--- config.mk ---
export PLATFORM = sky130hd
export DESIGN_NAME = ddr_req_bridge
export DESIGN_NICKNAME = d
export VERILOG_FILES = /design/src/rtl/ddr_bridge_pkg.sv /design/src/rtl/wb_fifo.sv /design/src/rtl/ddr_req_bridge.sv
export SDC_FILE = /design/constraint.sdc
export NUM_CORES = 1
export LEC_CHECK = 0
export CAP_MARGIN = 20
export CORE_ASPECT_RATIO = 0.8
export CORE_MARGIN = 2
export CORE_UTILIZATION = 57
export DETAILED_ROUTE_END_ITERATION = 10
export PLACE_DENSITY_LB_ADDON = 0.3
export SLEW_MARGIN = 10
export SYNTH_ARGS = -nofsm -noshare
export SYNTH_HDL_FRONTEND = slang
export SYNTH_SLANG_ARGS = --single-unit
export TNS_END_PERCENT = 30
--- constraint.sdc ---
create_clock -name iCLK -period 5.5 [get_ports iCLK]
set_input_delay 0.825 -clock iCLK [delete_from_list [all_inputs] [get_ports iCLK]]
set_output_delay 0.825 -clock iCLK [all_outputs]
set_load 0.05 [all_outputs]
--- src/rtl/ddr_bridge_pkg.sv ---
// Shared definitions for the CPU-to-DDR request bridge: bridge FSM states
// and the memory-controller state encodings the bridge reacts to.
package ddr_bridge_pkg;

    localparam logic [3:0] MEM_ST_INIT = 4'd0;
    localparam logic [3:0] MEM_ST_IDLE = 4'd1;

    typedef enum logic [2:0] {
        S_INIT     = 3'd0,
        S_IDLE     = 3'd1,
        S_WR_ISSUE = 3'd2,
        S_WR_WAIT  = 3'd3,
        S_RD_DRAIN = 3'd4,
        S_RD_ISSUE = 3'd5,
        S_RD_WAIT  = 3'd6,
        S_RD_DONE  = 3'd7
    } bridge_state_t;

endpackage

--- src/rtl/wb_fifo.sv ---
// Write buffer: synchronous FIFO of {word address, data} pairs.
// Pointers wrap naturally because DEPTH is a power of two. Storage is not
// reset; clearing the pointers and count empties the buffer.
module wb_fifo
    import ddr_bridge_pkg::*;
#(
    parameter int AW    = 27,
    parameter int DW    = 32,
    parameter int DEPTH = 4,
    localparam int PW   = $clog2(DEPTH),
    localparam int CW   = $clog2(DEPTH) + 1
) (
    input  logic          iCLK,
    input  logic          iRST_n,
    input  logic          push,
    input  logic [AW-1:0] push_addr,
    input  logic [DW-1:0] push_data,
    input  logic          pop,
    output logic [AW-1:0] head_addr,
    output logic [DW-1:0] head_data,
    output logic          full,
    output logic          empty,
    output logic [CW-1:0] count
);

    logic [AW-1:0] addr_mem [DEPTH];
    logic [DW-1:0] data_mem [DEPTH];
    logic [PW-1:0] wr_ptr;
    logic [PW-1:0] rd_ptr;
    logic [CW-1:0] cnt;
    logic          do_push;
    logic          do_pop;

    assign full      = (cnt == CW'(DEPTH));
    assign empty     = (cnt == '0);
    assign do_push   = push && !full;
    assign do_pop    = pop && !empty;
    assign count     = cnt;
    assign head_addr = addr_mem[rd_ptr];
    assign head_data = data_mem[rd_ptr];

    // Pointer and occupancy bookkeeping; simultaneous push and pop keep the count.
    always_ff @(posedge iCLK or negedge iRST_n) begin
        if (!iRST_n) begin
            wr_ptr <= '0;
            rd_ptr <= '0;
            cnt    <= '0;
        end else begin
            if (do_push) wr_ptr <= wr_ptr + PW'(1);
            if (do_pop)  rd_ptr <= rd_ptr + PW'(1);
            case ({do_push, do_pop})
                2'b10:   cnt <= cnt + CW'(1);
                2'b01:   cnt <= cnt - CW'(1);
                default: cnt <= cnt;
            endcase
        end
    end

    // Entry storage, written at the tail.
    always_ff @(posedge iCLK) begin
        if (do_push) begin
            addr_mem[wr_ptr] <= push_addr;
            data_mem[wr_ptr] <= push_data;
        end
    end

endmodule

--- src/rtl/ddr_req_bridge.sv ---
// CPU load/store to DDR controller request bridge with a posted write buffer.
// Stores are buffered and retired in order; a load first drains the buffer
// so it can never overtake an earlier store to the same address.
//
//  state      | meaning
//  -----------+---------------------------------------------------------
//  S_INIT     | waiting for the controller to finish its own init
//  S_IDLE     | nothing outstanding; pick a load or the buffer head
//  S_WR_ISSUE | mem_write_req with buffer head, wait for controller busy
//  S_WR_WAIT  | write accepted, wait for controller idle, then pop
//  S_RD_DRAIN | load pending; retire buffered writes before reading
//  S_RD_ISSUE | mem_read_req with load address, wait for controller busy
//  S_RD_WAIT  | read accepted, capture data when controller idles
//  S_RD_DONE  | one cycle: return data to the CPU and release the stall
module ddr_req_bridge
    import ddr_bridge_pkg::*;
#(
    parameter int ADDR_W   = 27,
    parameter int DATA_W   = 32,
    parameter int WB_DEPTH = 4
) (
    input  logic                      iCLK,
    input  logic                      iRST_n,
    input  logic                      cpu_rd,
    input  logic                      cpu_wr,
    input  logic [31:0]               cpu_addr,
    input  logic [DATA_W-1:0]         cpu_wdata,
    output logic [DATA_W-1:0]         cpu_rdata,
    output logic                      cpu_stall,
    output logic                      mem_read_req,
    output logic                      mem_write_req,
    output logic [ADDR_W-1:0]         mem_addr,
    output logic [DATA_W-1:0]         mem_wdata,
    input  logic [DATA_W-1:0]         mem_rdata,
    input  logic [3:0]                mem_c_state,
    output logic [$clog2(WB_DEPTH):0] wb_count
);

    bridge_state_t       state_q;
    bridge_state_t       state_d;
    logic [ADDR_W-1:0]   cpu_word;
    logic [ADDR_W-1:0]   rd_addr_q;
    logic [DATA_W-1:0]   rdata_q;
    logic [ADDR_W-1:0]   wb_head_addr;
    logic [DATA_W-1:0]   wb_head_data;
    logic                wb_full;
    logic                wb_empty;
    logic                wb_push;
    logic                wb_pop;
    logic                rd_capture;
    logic                mem_idle;

    // Byte lane and unused upper address bits are deliberately dropped.
    wire unused_addr_bits = ^{cpu_addr[1:0], cpu_addr[31:ADDR_W+2]};

    assign cpu_word = cpu_addr[ADDR_W+1:2];
    assign mem_idle = (mem_c_state == MEM_ST_IDLE);

    wb_fifo #(
        .AW    (ADDR_W),
        .DW    (DATA_W),
        .DEPTH (WB_DEPTH)
    ) u_wb_fifo (
        .iCLK      (iCLK),
        .iRST_n    (iRST_n),
        .push      (wb_push),
        .push_addr (cpu_word),
        .push_data (cpu_wdata),
        .pop       (wb_pop),
        .head_addr (wb_head_addr),
        .head_data (wb_head_data),
        .full      (wb_full),
        .empty     (wb_empty),
        .count     (wb_count)
    );

    // State register.
    always_ff @(posedge iCLK or negedge iRST_n) begin
        if (!iRST_n) state_q <= S_INIT;
        else         state_q <= state_d;
    end

    // Next-state logic plus the pop and read-capture strobes.
    always_comb begin
        state_d    = state_q;
        wb_pop     = 1'b0;
        rd_capture = 1'b0;
        case (state_q)
            S_INIT:     if (mem_idle) state_d = S_IDLE;
            S_IDLE: begin
                if (cpu_rd)         state_d = S_RD_DRAIN;
                else if (!wb_empty) state_d = S_WR_ISSUE;
            end
            S_WR_ISSUE: if (!mem_idle) state_d = S_WR_WAIT;
            S_WR_WAIT: begin
                if (mem_idle) begin
                    wb_pop  = 1'b1;
                    state_d = S_IDLE;
                end
            end
            S_RD_DRAIN: state_d = wb_empty ? S_RD_ISSUE : S_WR_ISSUE;
            S_RD_ISSUE: if (!mem_idle) state_d = S_RD_WAIT;
            S_RD_WAIT: begin
                if (mem_idle) begin
                    rd_capture = 1'b1;
                    state_d    = S_RD_DONE;
                end
            end
            S_RD_DONE:  state_d = S_IDLE;
            default:    state_d = S_INIT;
        endcase
    end

    // CPU handshake: loads win over stores; store admission uses the
    // registered full flag so a same-cycle pop cannot make room.
    always_comb begin
        wb_push   = cpu_wr && !cpu_rd && !wb_full && (state_q != S_INIT);
        cpu_stall = 1'b0;
        if (cpu_rd)      cpu_stall = (state_q != S_RD_DONE);
        else if (cpu_wr) cpu_stall = !wb_push;
    end

    // Memory-side request lines and address/data muxing, zero when idle.
    always_comb begin
        mem_write_req = (state_q == S_WR_ISSUE);
        mem_read_req  = (state_q == S_RD_ISSUE);
        mem_addr      = '0;
        mem_wdata     = '0;
        case (state_q)
            S_WR_ISSUE, S_WR_WAIT: begin
                mem_addr  = wb_head_addr;
                mem_wdata = wb_head_data;
            end
            S_RD_ISSUE, S_RD_WAIT: mem_addr = rd_addr_q;
            default: ;
        endcase
    end

    // Load address latched when the load is taken; read data captured on return.
    always_ff @(posedge iCLK or negedge iRST_n) begin
        if (!iRST_n) begin
            rd_addr_q <= '0;
            rdata_q   <= '0;
        end else begin
            if (state_q == S_IDLE && cpu_rd) rd_addr_q <= cpu_word;
            if (rd_capture)                  rdata_q   <= mem_rdata;
        end
    end

    assign cpu_rdata = rdata_q;

endmodule

==> metrics.txt, run 1 <==
# TYPE chip_impl_metric gauge
chip_impl_info{name="worstReg2RegEnd",value="u_wb_fifo.addr_mem[2][19]"} 1
chip_impl_info{name="outcome",value="completed"} 1
chip_impl_info{name="cts-root-buf",value="clkbuf_16"} 1
chip_impl_metric{name="setup_viol_count_final",unit=""} 0
chip_impl_metric{name="avg_synthesized_cell_area",unit="um2"} 20.5
chip_impl_metric{name="flow.area_growth_from_synthesis",unit="%"} 26.7
chip_impl_metric{name="final_ant_viol_nets",unit=""} 0
chip_impl_metric{name="maxSlewViolCount",unit=""} 0
chip_impl_metric{name="worst_slew_pin_tran",unit="ns"} 0.969
chip_impl_metric{name="cts-resized-gates",unit=""} 0
chip_impl_info{name="worst_setup_path_end_kind",value="output port"} 1
chip_impl_metric{name="synth.cell_area",unit="um2"} 11900
chip_impl_metric{name="placementRows",unit=""} 47
chip_impl_metric{name="post_route_cells_drive_above_1_share",unit="%"} 22.6
chip_impl_metric{name="synth_compound_area_share",unit="%"} 2.62
chip_impl_metric{name="setup-tns-final",unit="ns"} 0
chip_impl_metric{name="hold_viol_final",unit=""} 0
chip_impl_metric{name="die_x",unit="um"} 165
chip_impl_info{name="dominant_combinational_cell_family_by_area_after_synthesis",value="multiplexers"} 1
chip_impl_metric{name="synthXorXnorAreaFrac",unit="%"} 0.443
chip_impl_metric{name="synth-edff-count",unit=""} 236
chip_impl_metric{name="number_of_different_library_cells_in_the_post_synthesis_netlist",unit=""} 39
chip_impl_metric{name="gpl_congestion",unit=""} 0.690
chip_impl_metric{name="design.core.area",unit="um2"} 20600
chip_impl_metric{name="overflow",unit=""} 0
chip_impl_metric{name="critical-path-max-stage-delay",unit="ns"} 0.86
chip_impl_info{name="worstSetupPathType",value="reg2out"} 1
chip_impl_metric{name="htree_levels",unit=""} 1
chip_impl_metric{name="dieArea",unit="um2"} 22000
chip_impl_info{name="critical_path.slowest_cell",value="clkdlybuf4s50_1"} 1
chip_impl_info{name="hp-class",value="in2async"} 1
chip_impl_metric{name="cap_violations",unit=""} 0
chip_impl_metric{name="port_buffers",unit=""} 195
chip_impl_metric{name="initial_antenna_violation_count",unit=""} 0
chip_impl_info{name="reg2reg_launch_point",value="state_q[2]"} 1
chip_impl_metric{name="async_flop_share",unit="%"} 22.6
chip_impl_metric{name="reg_clk_slew_reported_paths",unit="ns"} 0.06
chip_impl_metric{name="die-height",unit="um"} 133
chip_impl_metric{name="clkSinkCount",unit=""} 305
chip_impl_info{name="crit_path_end",value="mem_addr[9]"} 1
chip_impl_metric{name="clk_path_buf_depth",unit=""} 3
chip_impl_info{name="tritoncts",value="done"} 1
chip_impl_metric{name="fillerInstances",unit=""} 1200
chip_impl_metric{name="power_density",unit="nW/um2"} 581
chip_impl_metric{name="detailroute.via_count",unit=""} 6253
chip_impl_metric{name="number_of_global_route_vias_before_repair",unit=""} 6770
chip_impl_info{name="ys_dominant_reg_cell",value="edfxtp_1"} 1
chip_impl_metric{name="fin_nets",unit=""} 891
chip_impl_metric{name="crit_path_max_fanout",unit=""} 34
chip_impl_metric{name="drt_drc",unit=""} 0
chip_impl_info{name="critical_path.cell_chain",value="nor2b_4, buf_4, a22o_1, clkdlybuf4s50_1"} 1
chip_impl_metric{name="finClkSkew",unit="ns"} 0.0112
chip_impl_metric{name="ir_drop",unit="uV"} 418
chip_impl_metric{name="drt_first_pass_iters",unit=""} 5
chip_impl_metric{name="cp_data_arrival_time",unit="ns"} 3.41
chip_impl_metric{name="num_antenna_cells",unit=""} 0
chip_impl_metric{name="num_io_pins",unit=""} 201
chip_impl_metric{name="ys.warnings.count",unit=""} 0
chip_impl_metric{name="cts_buffers",unit=""} 30
chip_impl_metric{name="flops_latches_synth",unit=""} 305
chip_impl_metric{name="detail_route.wl_per_cell",unit="um"} 22.3
chip_impl_metric{name="initialDrtViolationCount",unit=""} 497
chip_impl_metric{name="synthesis.nets",unit=""} 689
chip_impl_metric{name="fmax",unit="GHz"} 0.236
chip_impl_metric{name="slew_headroom",unit="%"} 35.2
chip_impl_metric{name="r2r_slack",unit="ns"} 2.64
chip_impl_info{name="critPathLaunchType",value="register"} 1
chip_impl_metric{name="post_synth_fa_ha_maj_area_fraction",unit="%"} 0.696
chip_impl_metric{name="route.final.wire_length",unit="um"} 23900
chip_impl_metric{name="grtUsageTotal",unit="%"} 22.5
chip_impl_metric{name="grt_max_degree",unit=""} 70
chip_impl_metric{name="initial_core_util",unit="%"} 57.7
chip_impl_metric{name="final.period_utilization",unit="%"} 77.0
chip_impl_metric{name="clk-insertion-delay-late",unit="ns"} 0.54
chip_impl_metric{name="post-cts-setup-buffer-count",unit=""} 0
chip_impl_metric{name="critical_path_data_required_time",unit="ns"} 4.68
chip_impl_metric{name="synthesis.instances",unit=""} 579
chip_impl_metric{name="post_drt_via_cell_ratio",unit=""} 5.83
chip_impl_metric{name="final.setup.worst_slack",unit="ns"} 1.27
chip_impl_info{name="rsz0062_at_grt",value="no"} 1
chip_impl_metric{name="synth_simple_gate_area_share",unit="%"} 3.32
chip_impl_metric{name="yosys-mux-area-fraction",unit="%"} 17.1
chip_impl_metric{name="fin_crit",unit="ns"} 4.23
chip_impl_info{name="cp-startpoint",value="state_q[1]"} 1
chip_impl_metric{name="power.static_leakage",unit="nW"} 5.30
chip_impl_metric{name="cts.hold.buffers_added",unit=""} 0
chip_impl_metric{name="grt_pass1_wl",unit="um"} 37500
chip_impl_metric{name="seq_area_frac_synth",unit="%"} 74.2
chip_impl_metric{name="hpwlAfterDp",unit="um"} 14000
chip_impl_metric{name="worst_r2r_path_depth",unit=""} 3
chip_impl_metric{name="detailedPlace.worstSlack",unit="ns"} 1.77
metrics by stage:
stage | utilization, % | std cells | power [mW] | cell area, um2 | hold slack, ns
2_1_floorplan | - | 579 | 5.64 | 11900 | 0.481
6_report | 73.1 | 1073 | 8.74 | 15000 | 0.428
3_5_place_dp | 68.4 | 1018 | 6.84 | 14100 | 0.495
4_1_cts | 73.1 | 1073 | 8.81 | 15000 | 0.460
5_1_grt | 73.1 | 1073 | 9.10 | 15000 | 0.498
3_3_place_gp | 68.4 | 1018 | 6.75 | 14100 | 0.474
how the worst min path moves through the flow:
stage,from,end,slack (ns),cells after the start
4_1_cts,iRST_n,rd_addr_q[1],0.46,1
5_1_grt,iRST_n,rd_addr_q[2],0.50,1
6_report,iRST_n,rd_addr_q[2],0.43,1
3_5_place_dp,cpu_rdata[25],cpu_rdata[25],0.49,1
2_1_floorplan,rd_addr_q[0],rd_addr_q[0],0.48,1
3_3_place_gp,cpu_rdata[6],cpu_rdata[6],0.47,1
layer usage:
metal / vias to the layer above / share of wire [%] / global-route usage [%] / wire, um
met5: - / 0 / 0 / 0
met4: 0 / 1.9 / 4.84 / 450
met3: 27 / 6.0 / 4.45 / 1440
met2: 219 / 50 / 37.4 / 11900
met1: 3289 / 42 / 31.5 / 10100
li1: 2718 / - / - / -
cells in the final DEF (no fill, tap or decap), types with 7 or more instances in the layout:
cell,count
clkinv_2,7
inv_1,8
edfxtp_1,236
clkbuf_16,31
mux4_2,59
buf_4,8
and2_1,33
mux2_2,58
a22o_1,27
dfrtp_1,67
clkdlybuf4s50_1,194
cell type report:
type / count / area [um2] / share of cell area (%)
sequential: 305 / 8820 / 58.6
timing repair buffer: 202 / 2000 / 13.3
multi-input combinational: 234 / 2900 / 19.2
clock buffer: 39 / 836 / 5.55
tap: 269 / 337 / 2.24
inverter: 8 / 30.0 / 0.200
clock inverter: 16 / 129 / 0.856
kinds of logic after synthesis:
| kind of cell | count (synthesis) |
|---|---|
| compound gates | 38 |
| xor+xnor | 6 |
| fa+ha+maj | 6 |
| buf+inv | 40 |
| flops | 305 |
| mux | 121 |
| simple gates | 63 |
synthesized netlist by cell type, types with 2 or more instances:
library cell  instances  area, um2
inv_1                 8       30.0
nor4_1                2       12.5
buf_4                 2       15.0
nor3b_1               3       22.5
mux4_2               59       1330
xnor2_1               2       17.5
dfrtp_1              69       1730
a22oi_1               2       15.0
clkbuf_1             16       60.1
nor2_1                5       18.8
mux2i_1               2       20.0
edfxtp_1            236       7090
ha_1                  5       62.6
xor2_1                4       35.0
nor3_1                2       10.0
nand2b_1              3       18.8
mux2_1                2       22.5
a21oi_1               3       15.0
buf_6                 3       33.8
nor2b_1               2       12.5
and2_1               37        231
buf_2                10       50.1
mux2_2               58        653
a22o_1               27        236
nand2_1               3       11.3
critical path, delay by kind of cell, from the launching register on:
family	cells	cell delay, ns
AND/OR/NAND/NOR	1	0.79
flip-flops	1	0.52
AO/OA/AOI/OAI	1	0.20
buffers and inverters	2	1.34
power by group:
| group | switching [mW] | total (mW) | leakage (nW) | internal [mW] |
|---|---|---|---|---|
| Combinational | 2.19 | 3.60 | 1.82 | 1.42 |
| Sequential | 0.277 | 3.17 | 3.01 | 2.89 |
| Clock | 0.812 | 1.97 | 0.473 | 1.16 |
sequential cells by signal, indices dropped and copies added, names as in the netlist:
name / count
cpu_rdata: 32
state_q: 3
u_wb_fifo.addr_mem: 108
u_wb_fifo.data_mem: 128
rd_addr_q: 27
u_wb_fifo.count: 3
u_wb_fifo.rd_ptr: 2
u_wb_fifo.wr_ptr: 2
Note: power is estimated with default switching activity, not from simulation.
==> run 2: changes to the inputs <==
--- a/config.mk
+++ b/config.mk
@@ -8,7 +8,7 @@
 export CAP_MARGIN = 20
 export CORE_ASPECT_RATIO = 0.8
 export CORE_MARGIN = 2
-export CORE_UTILIZATION = 57
+export CORE_UTILIZATION = 48
 export DETAILED_ROUTE_END_ITERATION = 10
 export PLACE_DENSITY_LB_ADDON = 0.3
 export SLEW_MARGIN = 10
==> constraint.sdc (replaced) <==
create_clock -name iCLK -period 3.5 [get_ports iCLK]
set_input_delay 0.525 -clock iCLK [delete_from_list [all_inputs] [get_ports iCLK]]
set_output_delay 0.525 -clock iCLK [all_outputs]
set_load 0.05 [all_outputs]
==> run 2 against run 1 <==
Against the previous run:
- total power grew 61%
- first-iteration DRC count down 25%
- utilization decreased by 9.6 points
- clock power grew 80%
- register-to-register slack worse by 1.6 ns
- sequential cell count is the same
- hold slack worse by 0.28 ns
- sequential share of layout area is 1.5 points lower
- largest cell class unchanged
- highest routed layer unchanged
==> metrics.txt, run 2 (synthesis results as in run 1) <==
# TYPE chip_impl_metric gauge
chip_impl_metric{name="power.static_leakage",unit="nW"} 5.67
chip_impl_metric{name="power_density",unit="nW/um2"} 913
chip_impl_metric{name="initial_antenna_violation_count",unit=""} 0
chip_impl_metric{name="route.final.wire_length",unit="um"} 24100
chip_impl_info{name="crit_family",value="buffers and inverters"} 1
chip_impl_info{name="layout.cells.most_common",value="edfxtp_1"} 1
chip_impl_metric{name="gpl_congestion",unit=""} 0.712
chip_impl_info{name="rsz0062_at_grt",value="no"} 1
chip_impl_metric{name="cts_buffers",unit=""} 30
chip_impl_metric{name="fin_nets",unit=""} 903
chip_impl_metric{name="setup_viol_count_final",unit=""} 0
chip_impl_metric{name="num_io_pins",unit=""} 201
chip_impl_metric{name="clk-insertion-delay-late",unit="ns"} 0.54
chip_impl_info{name="outcome",value="completed"} 1
chip_impl_metric{name="layout.cells.non_filler",unit=""} 1135
chip_impl_metric{name="hold_viol_final",unit=""} 0
chip_impl_metric{name="number_of_global_route_vias_before_repair",unit=""} 6795
chip_impl_metric{name="grt_pass1_wl",unit="um"} 37400
chip_impl_info{name="register_bank_with_the_most_flops",value="u_wb_fifo.data_mem"} 1
chip_impl_metric{name="overflow",unit=""} 0
chip_impl_info{name="cts-root-buf",value="clkbuf_16"} 1
chip_impl_metric{name="finClkSkew",unit="ns"} 0.0183
chip_impl_metric{name="placementRows",unit=""} 51
chip_impl_metric{name="critical-path-max-stage-delay",unit="ns"} 0.70
chip_impl_metric{name="detailroute.via_count",unit=""} 6161
chip_impl_metric{name="port_buffers",unit=""} 195
chip_impl_metric{name="cp_data_arrival_time",unit="ns"} 2.82
chip_impl_metric{name="maxSlewViolCount",unit=""} 0
chip_impl_metric{name="drt_first_pass_iters",unit=""} 4
chip_impl_metric{name="setup-tns-final",unit="ns"} 0
chip_impl_metric{name="ir_drop",unit="uV"} 606
chip_impl_metric{name="htree_levels",unit=""} 1
chip_impl_metric{name="initialDrtViolationCount",unit=""} 374
chip_impl_metric{name="post_drt_via_cell_ratio",unit=""} 5.43
chip_impl_metric{name="flow.area_growth_from_synthesis",unit="%"} 30.1
chip_impl_metric{name="power",unit="mW"} 14.1
chip_impl_metric{name="final_ant_viol_nets",unit=""} 0
chip_impl_info{name="hp-class",value="in2async"} 1
chip_impl_metric{name="clk_path_buf_depth",unit=""} 3
chip_impl_metric{name="die-height",unit="um"} 145
chip_impl_info{name="critPathLaunchType",value="register"} 1
chip_impl_info{name="tritoncts",value="done"} 1
chip_impl_metric{name="crit_path_max_fanout",unit=""} 12
chip_impl_metric{name="hpwlAfterDp",unit="um"} 14800
chip_impl_metric{name="grt_max_degree",unit=""} 70
chip_impl_info{name="worst_setup_path_end_kind",value="output port"} 1
chip_impl_metric{name="placed_instances",unit=""} 1079
chip_impl_metric{name="initial_core_util",unit="%"} 48.8
chip_impl_metric{name="critical_path_data_required_time",unit="ns"} 2.97
chip_impl_metric{name="final.period_utilization",unit="%"} 95.6
chip_impl_metric{name="post_route_cells_drive_above_1_share",unit="%"} 25.0
chip_impl_metric{name="fin_crit",unit="ns"} 3.34
chip_impl_metric{name="dieArea",unit="um2"} 26000
chip_impl_metric{name="post-cts-setup-buffer-count",unit=""} 0
chip_impl_info{name="worstSetupPathType",value="reg2out"} 1
chip_impl_metric{name="num_antenna_cells",unit=""} 0
chip_impl_metric{name="crit_buf_inv",unit=""} 2
chip_impl_info{name="critical_path.slowest_cell",value="clkdlybuf4s50_1"} 1
chip_impl_metric{name="reg_clk_slew_reported_paths",unit="ns"} 0.06
chip_impl_metric{name="detail_route.wl_per_cell",unit="um"} 21.3
chip_impl_metric{name="grtUsageTotal",unit="%"} 18.5
chip_impl_metric{name="clkSinkCount",unit=""} 305
chip_impl_metric{name="cts.hold.buffers_added",unit=""} 0
chip_impl_info{name="critical_path.cell_chain",value="buf_4, mux4_2, and2_1, clkdlybuf4s50_1"} 1
chip_impl_metric{name="fmax",unit="GHz"} 0.299
chip_impl_metric{name="slew_headroom",unit="%"} 36.3
chip_impl_info{name="final_cell_mix",value="edfxtp_1 (236), clkdlybuf4s50_1 (159), dfrtp_1 (67), mux4_2 (59), mux2_2 (58)"} 1
chip_impl_metric{name="cap_violations",unit=""} 0
chip_impl_metric{name="worst_slew_pin_tran",unit="ns"} 0.955
chip_impl_metric{name="largest_reg_flops",unit=""} 128
chip_impl_metric{name="drt_drc",unit=""} 0
chip_impl_metric{name="design.core.area",unit="um2"} 24300
chip_impl_metric{name="fillerInstances",unit=""} 1649
chip_impl_metric{name="die_x",unit="um"} 180
## run 2: cell count changes in the layout (fill, tap and decap cells not counted), moves of 6 or more
| cell | delta |
|---|---|
| bufinv_16 | +6 |
| buf_12 | +8 |
| dlymetal6s2s_1 | +10 |
| dlygate4sd2_1 | +22 |
| clkdlybuf4s50_1 | -35 |
| buf_4 | +7 |
## run 2: final timing paths
path | start | to | slack [ns] | depth (start not counted)
worst max-delay path | u_wb_fifo.rd_ptr[0] | mem_wdata[2] | 0.16 | 4
worst min-delay path | iRST_n | rd_addr_q[13] | 0.14 | 1
worst max register to register | state_q[2] | u_wb_fifo.count[2] | 1.02 | 8
worst min register to register | cpu_rdata[31] | cpu_rdata[31] | 0.51 | 1
max in group asynchronous | iRST_n | u_wb_fifo.rd_ptr[0] | 2.65 | 1
min in group iCLK | cpu_rdata[31] | cpu_rdata[31] | 0.51 | 1
## run 2: final cells by class
type	instances	area (um2)	area share [%]
multi-input combinational	234	2900	18.8
clock buffer	34	797	5.16
tap	318	398	2.58
clock inverter	22	320	2.07
inverter	8	30.0	0.194
sequential	305	8820	57.1
timing repair buffer	214	2180	14.1
## run 2: per-stage QoR
| stage | hold WS (ns) | worst slack [ns] | utilization [%] | cell area [um2] |
|---|---|---|---|---|
| 3_3_place_gp | 0.472 | 0.401 | 58.9 | 14300 |
| 6_report | 0.144 | 0.155 | 63.5 | 15400 |
| 4_1_cts | 0.156 | 0.00214 | 63.4 | 15400 |
| 2_1_floorplan | 0.229 | 0.274 | - | 11900 |
| 5_1_grt | 0.197 | 0.0263 | 63.5 | 15400 |
| 3_5_place_dp | 0.496 | 0.351 | 58.9 | 14300 |
## run 2: what timing repair did
action,in CTS,in global routing
cloned,0,0
gates resized for setup,22,10
setup endpoints to repair,22,10
## run 2: power by group
group,internal [mW],leakage (nW),switching [mW]
logic,2.18,2.11,3.52
clock network,2.22,0.548,1.33
registers,4.54,3.01,0.315
## run 2: layer usage
metal / part of all wire (%) / wire (um) / up-vias / GRT usage (%)
met5: 0 / 0 / - / 0
met4: 1.9 / 456 / 0 / 4.15
met3: 5.5 / 1320 / 35 / 3.75
met2: 51 / 12400 / 181 / 32.5
met1: 41 / 9980 / 3191 / 24.3
li1: - / - / 2754 / -
==> run 3: changes to the inputs <==
--- a/config.mk
+++ b/config.mk
@@ -11,6 +11,7 @@
 export CORE_UTILIZATION = 48
 export DETAILED_ROUTE_END_ITERATION = 10
 export PLACE_DENSITY_LB_ADDON = 0.3
+export SKIP_LAST_GASP = 1
 export SLEW_MARGIN = 10
 export SYNTH_ARGS = -nofsm -noshare
 export SYNTH_HDL_FRONTEND = slang
==> run 3 against run 2 <==
Against the previous run:
- final area barely moved
- global-route usage barely moved
- sequential share of layout area barely moved
- combinational power rose by 2%
- clock skew barely moved
- sequential cell count did not move
- wire length fell by 0.61%
- critical path depth did not move
- clock power barely moved
- cell count did not move
- critical endpoint is now mem_wdata[29]
==> metrics.txt, run 3 (synthesis results as in run 1) <==
# TYPE chip_impl_metric gauge
chip_impl_metric{name="slew_headroom",unit="%"} 36.2
chip_impl_metric{name="overflow",unit=""} 0
chip_impl_metric{name="grt_pass1_wl",unit="um"} 37400
chip_impl_metric{name="grt_max_degree",unit=""} 70
chip_impl_metric{name="post_route_cell_area",unit="um2"} 15500
chip_impl_info{name="rsz0062_at_grt",value="yes"} 1
chip_impl_metric{name="fin_crit",unit="ns"} 3.46
chip_impl_metric{name="fmax",unit="GHz"} 0.289
chip_impl_metric{name="setup-tns-final",unit="ns"} 0
chip_impl_metric{name="setup_viol_count_final",unit=""} 0
chip_impl_info{name="cts-root-buf",value="clkbuf_16"} 1
chip_impl_metric{name="die_x",unit="um"} 180
chip_impl_metric{name="detailedPlace.worstSlack",unit="ns"} 0.351
chip_impl_info{name="critical_path.slowest_cell",value="clkdlybuf4s50_1"} 1
chip_impl_metric{name="multiInputGateArea",unit="um2"} 2900
chip_impl_info{name="outcome",value="completed"} 1
chip_impl_metric{name="initial_antenna_violation_count",unit=""} 0
chip_impl_metric{name="fillerInstances",unit=""} 1643
chip_impl_info{name="final_cell_mix",value="edfxtp_1 (236), clkdlybuf4s50_1 (178), dfrtp_1 (67), mux4_2 (59), mux2_2 (58)"} 1
chip_impl_metric{name="design.core.area",unit="um2"} 24300
chip_impl_metric{name="crit_buf_inv",unit=""} 2
chip_impl_metric{name="num_antenna_cells",unit=""} 0
chip_impl_metric{name="critical-path-max-stage-delay",unit="ns"} 0.71
chip_impl_metric{name="final_ant_viol_nets",unit=""} 0
chip_impl_info{name="worst_setup_path_end_kind",value="output port"} 1
chip_impl_metric{name="detail_route.wl_per_cell",unit="um"} 21.1
chip_impl_metric{name="cts_buffers",unit=""} 30
chip_impl_info{name="worstSetupPathType",value="reg2out"} 1
chip_impl_metric{name="power_density",unit="nW/um2"} 918
chip_impl_metric{name="placement.cell_area",unit="um2"} 14300
chip_impl_metric{name="hold_viol_final",unit=""} 0
chip_impl_metric{name="seq_area",unit="um2"} 8820
chip_impl_metric{name="fin_nets",unit=""} 903
chip_impl_metric{name="reg_clk_slew_reported_paths",unit="ns"} 0.06
chip_impl_metric{name="clk_path_buf_depth",unit=""} 3
chip_impl_info{name="critical_path.cell_chain",value="buf_12, mux4_2, and2_1, clkdlybuf4s50_1"} 1
chip_impl_metric{name="die-height",unit="um"} 145
chip_impl_metric{name="cp_data_arrival_time",unit="ns"} 2.93
chip_impl_metric{name="worst_slew_pin_tran",unit="ns"} 0.956
chip_impl_metric{name="hpwlAfterDp",unit="um"} 14800
chip_impl_metric{name="number_of_global_route_vias_before_repair",unit=""} 6799
chip_impl_metric{name="largest_reg_flops",unit=""} 128
chip_impl_metric{name="post_drt_via_cell_ratio",unit=""} 5.41
chip_impl_metric{name="clk-insertion-delay-late",unit="ns"} 0.54
chip_impl_metric{name="dieArea",unit="um2"} 26000
chip_impl_metric{name="cap_violations",unit=""} 0
chip_impl_metric{name="final.period_utilization",unit="%"} 98.8
chip_impl_metric{name="htree_levels",unit=""} 1
chip_impl_metric{name="power.static_leakage",unit="nW"} 5.58
chip_impl_metric{name="drt_first_pass_iters",unit=""} 5
chip_impl_metric{name="cts.hold.buffers_added",unit=""} 0
chip_impl_info{name="crit_family",value="buffers and inverters"} 1
chip_impl_info{name="critPathLaunchType",value="register"} 1
chip_impl_info{name="register_bank_with_the_most_flops",value="u_wb_fifo.data_mem"} 1
chip_impl_metric{name="grtUsageTotal",unit="%"} 18.6
chip_impl_metric{name="route.final.wire_length",unit="um"} 24000
chip_impl_metric{name="clkSinkCount",unit=""} 305
chip_impl_info{name="hp-class",value="in2async"} 1
chip_impl_metric{name="initial_core_util",unit="%"} 48.8
chip_impl_metric{name="critical_path_data_required_time",unit="ns"} 2.97
chip_impl_metric{name="gpl_congestion",unit=""} 0.712
chip_impl_info{name="layout.cells.most_common",value="edfxtp_1"} 1
chip_impl_metric{name="crit_path_max_fanout",unit=""} 36
chip_impl_metric{name="ir_drop",unit="uV"} 631
chip_impl_metric{name="post_route_cells_drive_above_1_share",unit="%"} 25.0
chip_impl_metric{name="initialDrtViolationCount",unit=""} 373
chip_impl_metric{name="final.setup.worst_slack",unit="ns"} 0.0431
chip_impl_metric{name="finClkSkew",unit="ns"} 0.0178
chip_impl_metric{name="port_buffers",unit=""} 195
chip_impl_info{name="tritoncts",value="done"} 1
chip_impl_metric{name="detailroute.via_count",unit=""} 6144
chip_impl_metric{name="placementRows",unit=""} 51
chip_impl_metric{name="flow.area_growth_from_synthesis",unit="%"} 30.2
chip_impl_metric{name="maxSlewViolCount",unit=""} 0
chip_impl_metric{name="drt_drc",unit=""} 0
chip_impl_metric{name="num_io_pins",unit=""} 201
-- run 3: changes by cell type in the layout (fill, tap and decap cells not counted) --
cell             delta
dlygate4sd2_1      -16
clkdlybuf4s50_1    +19
dlymetal6s2s_1      -3
-- run 3: cell type report --
cell class	instances	area share, %
repair buffers	214	14.2
multi-input cells	234	18.7
inverters	8	0.194
clock buffers	34	5.16
flip-flops and latches	305	57.1
clock inverters	22	2.07
well taps	318	2.57
-- run 3: worst paths after layout --
path,cells past startpoint,start,slack (ns),to
min in group iCLK,1,rd_addr_q[22],0.51,rd_addr_q[22]
min,1,iRST_n,0.15,rd_addr_q[17]
max,4,u_wb_fifo.rd_ptr[0],0.04,mem_wdata[29]
max in group asynchronous,1,iRST_n,2.64,u_wb_fifo.rd_ptr[0]
min reg2reg,1,rd_addr_q[22],0.51,rd_addr_q[22]
max reg2reg,8,state_q[2],1.01,u_wb_fifo.count[2]
-- run 3: timing repair --
| item | CTS | global route |
|---|---|---|
| cloned | 0 | 0 |
| resized for setup | 6 | 7 |
| endpoints found under the setup margin | 22 | 26 |
| buffers inserted | 0 | 0 |
-- run 3: power breakdown --
part,internal [mW],switching (mW)
combinational,2.27,3.52
sequential,4.54,0.315
clock,2.22,1.32
-- run 3: per-layer routing --
layer,up-vias,GRT usage [%],part of all wire (%)
li1,2755,-,-
met1,3175,24.4,41
met2,179,32.5,51
met4,0,4.15,1.9
met5,-,0,0
met3,35,3.75,5.6
-- run 3: metrics by stage --
step	total power [mW]	std cells	util, %	hold WS [ns]
after global placement	10.7	1079	58.9	0.472
after detailed placement	10.8	1079	58.9	0.496
final	14.2	1135	63.6	0.146
after global routing	14.8	1135	63.6	0.197
after floorplan	8.86	579	-	0.229
after CTS	14.4	1135	63.5	0.156
